[config.mk]
export PLATFORM = sky130hd
export DESIGN_NAME = multi_cycle_cpu
export DESIGN_NICKNAME = d
export VERILOG_FILES = /design/src/rtl/multi_cycle_cpu.sv
export SDC_FILE = /design/constraint.sdc
export NUM_CORES = 2
export LEC_CHECK = 0
export CAP_MARGIN = 20
export CORE_ASPECT_RATIO = 1.5
export CORE_MARGIN = 2
export CORE_UTILIZATION = 45
export DETAILED_ROUTE_END_ITERATION = 6
export GPL_TIMING_DRIVEN = 0
export SYNTH_ARGS = -nofsm -noshare
export SYNTH_HDL_FRONTEND = slang
export SYNTH_SLANG_ARGS = --single-unit
[constraint.sdc]
create_clock -name clk_i -period 10.8 [get_ports clk_i]
set_input_delay 1.62 -clock clk_i [delete_from_list [all_inputs] [get_ports clk_i]]
set_output_delay 1.62 -clock clk_i [all_outputs]
set_load 0.02 [all_outputs]
[src/rtl/multi_cycle_cpu.sv]
// Multi-cycle MIPS-subset core: a FETCH/DECODE/EXEC/MEM/WB/HALT FSM that reuses one datapath.
// Instruction and data memories are reached through req/rdy handshakes, so any memory latency works.
module multi_cycle_cpu #(
    parameter int                DATA_W   = 32,
    parameter int                ADDR_W   = 32,
    parameter logic [ADDR_W-1:0] PC_RESET = '0
) (
    input  logic              clk_i,
    input  logic              rst_n,
    output logic              imem_req_o,
    output logic [ADDR_W-1:0] imem_addr_o,
    input  logic              imem_rdy_i,
    input  logic [31:0]       imem_data_i,
    output logic              dmem_req_o,
    output logic              dmem_we_o,
    output logic [ADDR_W-1:0] dmem_addr_o,
    output logic [DATA_W-1:0] dmem_wdata_o,
    input  logic              dmem_rdy_i,
    input  logic [DATA_W-1:0] dmem_rdata_i,
    output logic              retire_o,
    output logic              halted_o
);
    localparam int SH_W = $clog2(DATA_W);

    localparam logic [2:0] S_FETCH  = 3'd0;
    localparam logic [2:0] S_DECODE = 3'd1;
    localparam logic [2:0] S_EXEC   = 3'd2;
    localparam logic [2:0] S_MEM    = 3'd3;
    localparam logic [2:0] S_WB     = 3'd4;
    localparam logic [2:0] S_HALT   = 3'd5;

    localparam logic [5:0] OP_RTYPE = 6'h00;
    localparam logic [5:0] OP_J     = 6'h02;
    localparam logic [5:0] OP_BEQ   = 6'h04;
    localparam logic [5:0] OP_BNE   = 6'h05;
    localparam logic [5:0] OP_ADDI  = 6'h08;
    localparam logic [5:0] OP_LUI   = 6'h0F;
    localparam logic [5:0] OP_LW    = 6'h23;
    localparam logic [5:0] OP_SW    = 6'h2B;

    localparam logic [5:0] FN_SLL  = 6'h00;
    localparam logic [5:0] FN_SRL  = 6'h02;
    localparam logic [5:0] FN_SLLV = 6'h04;
    localparam logic [5:0] FN_SRLV = 6'h06;
    localparam logic [5:0] FN_ADD  = 6'h20;
    localparam logic [5:0] FN_SUB  = 6'h22;
    localparam logic [5:0] FN_AND  = 6'h24;
    localparam logic [5:0] FN_OR   = 6'h25;
    localparam logic [5:0] FN_SLT  = 6'h2A;

    logic [2:0]        state_q, state_d;
    logic [ADDR_W-1:0] pc_q, pc_d;
    logic [31:0]       ir_q, ir_d;
    logic [DATA_W-1:0] a_q, a_d, b_q, b_d, alu_q, alu_d, mdr_q, mdr_d;
    logic [DATA_W-1:0] rf_q [32];

    logic              rf_we;
    logic [4:0]        rf_waddr;
    logic [DATA_W-1:0] rf_wdata;
    logic              imem_req, dmem_req, retire, legal;

    logic [5:0]        opcode, funct;
    logic [4:0]        rs, rt, rd, shamt;
    logic [15:0]       imm;
    logic [DATA_W-1:0] imm_sext, lui_val, r_res;
    logic [ADDR_W-1:0] br_off, jmp_tgt, alu_addr;

    assign opcode   = ir_q[31:26];
    assign rs       = ir_q[25:21];
    assign rt       = ir_q[20:16];
    assign rd       = ir_q[15:11];
    assign shamt    = ir_q[10:6];
    assign funct    = ir_q[5:0];
    assign imm      = ir_q[15:0];
    assign imm_sext = {{(DATA_W-16){imm[15]}}, imm};
    assign lui_val  = imm_sext << 16;
    assign br_off   = {{(ADDR_W-18){imm[15]}}, imm, 2'b00};
    assign jmp_tgt  = {pc_q[ADDR_W-1:28], ir_q[25:0], 2'b00};
    assign alu_addr = ADDR_W'(alu_q);

    always_comb begin
        legal = 1'b0;
        case (opcode)
            OP_RTYPE: begin
                case (funct)
                    FN_SLL, FN_SRL, FN_SLLV, FN_SRLV, FN_ADD,
                    FN_SUB, FN_AND, FN_OR, FN_SLT: legal = 1'b1;
                    default:                       legal = 1'b0;
                endcase
            end
            OP_J, OP_BEQ, OP_BNE, OP_ADDI, OP_LUI, OP_LW, OP_SW: legal = 1'b1;
            default: legal = 1'b0;
        endcase
    end

    // Variable shifts use only the low log2(DATA_W) bits of A.
    always_comb begin
        r_res = '0;
        case (funct)
            FN_ADD:  r_res = a_q + b_q;
            FN_SUB:  r_res = a_q - b_q;
            FN_AND:  r_res = a_q & b_q;
            FN_OR:   r_res = a_q | b_q;
            FN_SLT:  r_res[0] = $signed(a_q) < $signed(b_q);
            FN_SLL:  r_res = b_q << shamt;
            FN_SRL:  r_res = b_q >> shamt;
            FN_SLLV: r_res = b_q << a_q[SH_W-1:0];
            FN_SRLV: r_res = b_q >> a_q[SH_W-1:0];
            default: r_res = '0;
        endcase
    end

    always_comb begin
        state_d  = state_q;
        pc_d     = pc_q;
        ir_d     = ir_q;
        a_d      = a_q;
        b_d      = b_q;
        alu_d    = alu_q;
        mdr_d    = mdr_q;
        rf_we    = 1'b0;
        rf_waddr = rt;
        rf_wdata = alu_q;
        imem_req = 1'b0;
        dmem_req = 1'b0;
        retire   = 1'b0;
        case (state_q)
            S_FETCH: begin
                imem_req = 1'b1;
                if (imem_rdy_i) begin
                    ir_d    = imem_data_i;
                    pc_d    = pc_q + ADDR_W'(4);
                    state_d = S_DECODE;
                end
            end
            S_DECODE: begin
                // PC already points past this instruction, so this is the branch target.
                a_d     = rf_q[rs];
                b_d     = rf_q[rt];
                alu_d   = DATA_W'(pc_q + br_off);
                state_d = legal ? S_EXEC : S_HALT;
            end
            S_EXEC: begin
                case (opcode)
                    OP_RTYPE: begin alu_d = r_res;          state_d = S_WB;  end
                    OP_ADDI:  begin alu_d = a_q + imm_sext; state_d = S_WB;  end
                    OP_LUI:   begin alu_d = lui_val;        state_d = S_WB;  end
                    OP_LW, OP_SW: begin alu_d = a_q + imm_sext; state_d = S_MEM; end
                    OP_BEQ, OP_BNE: begin
                        if ((a_q == b_q) ^ (opcode == OP_BNE)) pc_d = alu_addr;
                        retire  = 1'b1;
                        state_d = S_FETCH;
                    end
                    OP_J: begin
                        pc_d    = jmp_tgt;
                        retire  = 1'b1;
                        state_d = S_FETCH;
                    end
                    default: state_d = S_HALT;
                endcase
            end
            S_MEM: begin
                dmem_req = 1'b1;
                if (dmem_rdy_i) begin
                    if (opcode == OP_SW) begin
                        retire  = 1'b1;
                        state_d = S_FETCH;
                    end else begin
                        mdr_d   = dmem_rdata_i;
                        state_d = S_WB;
                    end
                end
            end
            S_WB: begin
                rf_we    = 1'b1;
                rf_waddr = (opcode == OP_RTYPE) ? rd : rt;
                rf_wdata = (opcode == OP_LW) ? mdr_q : alu_q;
                retire   = 1'b1;
                state_d  = S_FETCH;
            end
            S_HALT:  state_d = S_HALT;
            default: state_d = S_FETCH;
        endcase
    end

    always_ff @(posedge clk_i) begin
        if (!rst_n) begin
            state_q <= S_FETCH;
            pc_q    <= PC_RESET;
            ir_q    <= '0;
            a_q     <= '0;
            b_q     <= '0;
            alu_q   <= '0;
            mdr_q   <= '0;
            for (int i = 0; i < 32; i++) rf_q[i] <= '0;
        end else begin
            state_q <= state_d;
            pc_q    <= pc_d;
            ir_q    <= ir_d;
            a_q     <= a_d;
            b_q     <= b_d;
            alu_q   <= alu_d;
            mdr_q   <= mdr_d;
            if (rf_we && rf_waddr != 5'd0) rf_q[rf_waddr] <= rf_wdata;
        end
    end

    // Strobes are masked while reset is held so the core is silent until released.
    assign imem_req_o   = imem_req & rst_n;
    assign imem_addr_o  = pc_q;
    assign dmem_req_o   = dmem_req & rst_n;
    assign dmem_we_o    = dmem_req_o & (opcode == OP_SW);
    assign dmem_addr_o  = alu_addr;
    assign dmem_wdata_o = b_q;
    assign retire_o     = retire & rst_n;
    assign halted_o     = (state_q == S_HALT) & rst_n;

endmodule
### Word level (Yosys, flattened, before mapping)

Memories as Yosys holds them, arrays and structs flattened. A register that Yosys moved wholly into a read port is not among the register bits.
Index checks and enable logic that the tools add are counted.

| cells by class | value |
|---|---|
| add/subtract/negate cells | 5 |
| magnitude comparators | 1 |
| equal/unequal tests | 29 |
| shift-type cells | 4 |
| mux-type cells | 34 |
| bitwise operators | 9 |
| reductions and logical operators | 23 |

Operator list:

| cell | count |
|---|---|
| $pmux 31 s8 | 1 |
| $pmux 32 s2 | 3 |
| $mux 32 | 5 |
| $add 32x32->32 | 3 |
| $pmux 32 s3 | 1 |
| $shl 32x5->32 | 2 |
| $shr 32x5->32 | 2 |
| $eq 6x6->1 const B | 7 |
| $add 32x3->32 const B | 1 |
| $and 32x32->32 | 1 |
| $eq 32x32->1 | 1 |
| $lt 32x32->1 | 1 |
| $or 32x32->32 | 1 |
| $reduce_or 32->1 | 1 |
| $sub 32x32->32 | 1 |
| $eq 6x3->1 const B | 4 |
| $mux 5 | 3 |
| $pmux 3 s5 | 1 |
| $eq 6x2->1 const B | 2 |
| $eq 6x4->1 const B | 2 |
| $logic_not 6->1 | 2 |
| $mux 1 | 12 |
| $mux 3 | 4 |
| $ne 2x2->1 const B | 5 |
| other kinds (26) | 39 |

| word-level totals | value |
|---|---|
| flip-flop bits (word level) | 131 |
| memory bits (writable) | 1,024 |
| input port bits | 68 |
| logic and storage cells | 112 |
| memories kept | 1 |

Memory list:

| memory | depth | width | read ports | clocked after memory_dff | wr ports | line | source |
|---|---|---|---|---|---|---|---|
| rf_q | 32 | 32 | 2 | 2 | 32 | 55 | `logic [DATA_W-1:0] rf_q [32];` |

### Depth between registers and ports, before layout

| logic depth | value |
|---|---|
| depth after elaboration | 10 |
| mapped depth | 18 |

### Worst setup path after synthesis

OpenSTA, ideal clock, no wires.

| timing | value |
|---|---|
| path kind | input to output |
| start point | input port rst_n |
| end point | output port imem_req_o |
| arrival | 2.679 ns |
| required time | 9.180 ns |
| path slack | 6.501 ns |
| cell stages on the path | 4 |
| cells stage by stage | inv_1 clkbuf_1 clkbuf_1 nor4_1 |

| between the ends | value |
|---|---|
| longest elaborated chain between the ends | 1 |

RTL lines:

| what | line | source |
|---|---|---|
| start, declared | 9 | `input logic rst_n,` |
| $and 1x1->1 | 209 | `assign imem_req_o = imem_req & rst_n;` |
| end, declared | 10 | `output logic imem_req_o,` |

No other way between the ends.

### Worst setup path after layout

| timing | value |
|---|---|
| start point | register b_q[1], in the netlist dmem_wdata_o[1], read port of rf_q |
| end point | register pc_q[18], in the netlist imem_addr_o[18] |

| between the ends | value |
|---|---|
| longest elaborated chain between the ends | 4 |

RTL lines:

| what | line | source |
|---|---|---|
| start, declared | 54 | `logic [DATA_W-1:0] a_q, a_d, b_q, b_d, alu_q, alu_d, mdr_q, mdr_d;` |
| $eq 32x32->1 | 150 | `if ((a_q == b_q) ^ (opcode == OP_BNE)) pc_d = alu_addr;` |
| $xor 1x1->1 | 150 |  |
| $ne 3x3->1 (no line) | -- |  |
| $reduce_and 4->1 (no line) | -- |  |
| end signal, assigned | 198 | `pc_q <= pc_d;` |
| end, declared | 52 | `logic [ADDR_W-1:0] pc_q, pc_d;` |

No other way between the ends.
A chain may end at the register's enable or synchronous reset.

==> out/results.tsv <==
stage	metric	value	unit
outcome	outcome	finished, violations left	
outcome	violations	DRC	
route	firstDrtPassIters	7	
placed_design	gp_congestion	1.137	
sta	worst_pin_slew	1404	ps
layout	final_cell_mix	1349 x nor2_1, 1024 x edfxtp_1, 744 x mux4_2, 461 x nand2_1, 419 x clkbuf_1	
critical_path	cp.required	11490	ps
critical_path	critPathMaxStageDelay	1040	ps
critical_path	end_kind	flop	
synthesis	synth_area_leaders	edfxtp_1 40%, mux4_2 22%, nor2_1 6.6%	
layout	final_common_cell	nor2_1	
power	p_per_area	258.9	mW/mm^2
sta	timing.slew.headroom	0.06388	
sta	fmax	135.0	MHz
die	dieArea	0.1727	sq mm
critical_path	ff2ff_path_depth	14	
cts	hold_buffers	0	
sta	period_needed	7405	ps
cts	ctsResizeCount	0	
sta	post-route-period-util	0.6857	
worst_hold_path	worst_hold_path_type	reg -> reg	
critical_path	crit_cells	14	
critical_path	path_max_fanout	10	
route	postRouteAntennaNets	0	
layout	drive_above_1_share	0.1956	
sta	setup_violations	0	
critical_path	critPathKind	reg -> reg	
die	row_count	185	
synthesis	async_reset_ff_frac	0	
route	drc	3	
synthesis	synth_top_area_cell	edfxtp_1	
critical_path	path_cells	clkbuf_1, inv_1, ha_1, nor4_1, nand4_1, nor3_1, xnor2_1, a21oi_1, a21oi_1, nand2b_1, clkbuf_1, clkbuf_1, nor2_1, o221a_2	
grt	grt_pass1_vias	63756	
route	via_per_inst	6.811	
layout	areaGrowthSynthToFinish	14.49	%
critical_path	worst_setup_path_start_kind	flop	
die	initial_utilization	0.4515	
synthesis	ys_types	92	
synthesis	synth_seq_cells	1219	
cts	insertion_delay	810	ps
layout	finalNetCount	7172	
grt	grt_overflow_total	0	
critical_path	path_buf_inv	4	
synthesis	avgSynthCellArea	11.75	sq um
die	core	0.1687	sq mm
critical_path	r2r_setup_slack	3390	ps
critical_path	cp-startpoint	dmem_wdata_o[1]	
critical_path	crit_path_frequent_cell	clkbuf_1	
die	die_w	340.0	um
sta	finClkSkew	89.51	ps
die	io-pin-count	169	
route	num_vias	63412	
power	p_leak	28.94	nW
sta	finalSetupTns	0	ps
critical_path	arrival	8100	ps
power	ir_drop	0.1599	mV
critical_path	r2r-start	dmem_wdata_o[1]	
grt	grt_pass1_wl	522.5	mm
cts	cts_num_sinks	1219	
grt	grtUsageTotal	0.4480	
route	wl_per_cell	41.98	um
placed_design	port-buffer-count	168	
sta	rsz0062_at_grt	false	
synthesis	synth-edff-count	1024	
cts	cts_buffers	117	
die	die_y	507.9	um
power	total_power	22.58	mW
critical_path	cp_top_family	buffers and inverters	
cts	path_clk_slew	70	ps
synthesis	ys_seq_area_frac	0.4549	
cts	clockBufferDepth	3	
critical_path	crit_path_top_delay_cell	nor4_1	
run	cap_violations	0	
synthesis	syn_area	0.07619	sq mm
sta	hold_viol_final	0	
cts	htree_levels	3	
synthesis	netlist.area_leader.share	0.4036	
synthesis	synth_ff_type	edfxtp_1	
grt	grt_max_degree	42	
route	drtIter0Drc	8059	
critical_path	worst_r2r_endpoint	imem_addr_o[18]	
placed_design	hpwl	316.6	mm
cts	cts_setup_buffers	0	
cts	cts_tree	yes	
synthesis	ys_warn_count	0	
synthesis	synthCells	6483	
sta	slew_violations	0	
cts	cts-root-buf	clkbuf_16	
critical_path	worstSetupEndpoint	imem_addr_o[18]	
grt	antenna_found_initial	38	
route	wl	390.9	mm
tightest hold or removal path, delay by kind of cell (launching register included):
| family | cells | cell delay (ps) |
|---|---|---|
| DFF | 1 | 310 |
| and+or+nand+nor | 1 | 50 |
| AOI/OAI and AO/OA | 1 | 50 |
cells in the mapped netlist (65+ instances only):
| cell type | instances |
|---|---|
| nor2_1 | 1349 |
| edfxtp_1 | 1024 |
| mux4_2 | 744 |
| nand2_1 | 492 |
| clkbuf_1 | 412 |
| a21oi_1 | 326 |
| o21ai_0 | 223 |
| dfxtp_1 | 195 |
| mux2i_1 | 165 |
| ha_1 | 164 |
| inv_1 | 119 |
| a211oi_1 | 93 |
| nor3_1 | 74 |
| buf_2 | 69 |
| nand3_1 | 65 |
worst min path at each step:
stage	cells past startpoint	slack, ps	from	endpoint
floorplan	2	440	mdr_q[0]	mdr_q[0]
global placement	2	440	mdr_q[28]	mdr_q[28]
detailed placement	2	450	mdr_q[19]	mdr_q[19]
CTS	2	460	mdr_q[19]	mdr_q[19]
global route	2	480	mdr_q[26]	mdr_q[26]
finish	2	460	mdr_q[24]	mdr_q[24]
state kept, by name, summed over array words and instances (netlist names):
| signal | count |
|---|---|
| imem_addr_o | 32 |
| rf_q | 1024 |
| dmem_addr_o | 32 |
| ir_q | 32 |
| mdr_q | 32 |
| state_q | 3 |
| dmem_wdata_o | 32 |
| a_q | 32 |
per-layer routing:
metal  up-vias  track usage  routed length, um
met3      1372      0.09481              32840
met2      4258       0.7591             190300
met4         8       0.3977              43510
li1      25620            -                  -
met1     32154       0.4700             124200
met5         -    0.0005556                 59
report_power, final:
group	total (mW)	leakage (nW)	internal (mW)	switching, mW
Sequential	6.31	12.1	5.42	0.894
Clock	4.43	1.96	2.46	1.97
Combinational	11.8	14.8	3.67	8.17
layout make-up:
class	count	area, sq um
Tap cell	2244	2808
Clock inverter	74	969.7
Timing Repair Buffer	303	3750
Inverter	124	465.4
Sequential cell	1219	34650
Multi-Input combinational cell	4534	38420
Buffer	637	2985
Fill cell	14897	81520
Clock buffer	143	3088
Antenna cell	32	80.08
stage by stage:
step	util	setup slack, ps	cell area [sq um]	hold slack, ps	cells
floorplan	-	6501	76300	436.0	6514
global placement	0.4788	2670	80790	442.5	8926
detailed placement	0.4900	4005	82680	449.0	9033
CTS	0.5140	4025	86740	458.1	9250
global route	0.5165	3507	87160	476.9	9284
finish	0.5169	3395	87220	458.8	9310
cell families (layout without fill, tap and decap cells):
logic type / Yosys count / after routing / share of synthesized area
AOI/OAI and AO/OA: 1117 / 1117 / 0.09594
xor gates and xnor gates: 69 / 69 / 0.007932
adders and majority gates: 168 / 168 / 0.02798
buffers and inverters: 761 / 1281 / 0.04498
DFF: 1219 / 1219 / 0.4549
muxes: 940 / 940 / 0.2462
other: 1 / 64 / 0.00004922
and+or+nand+nor: 2208 / 2208 / 0.1220
(Power assumes the default switching activity.)
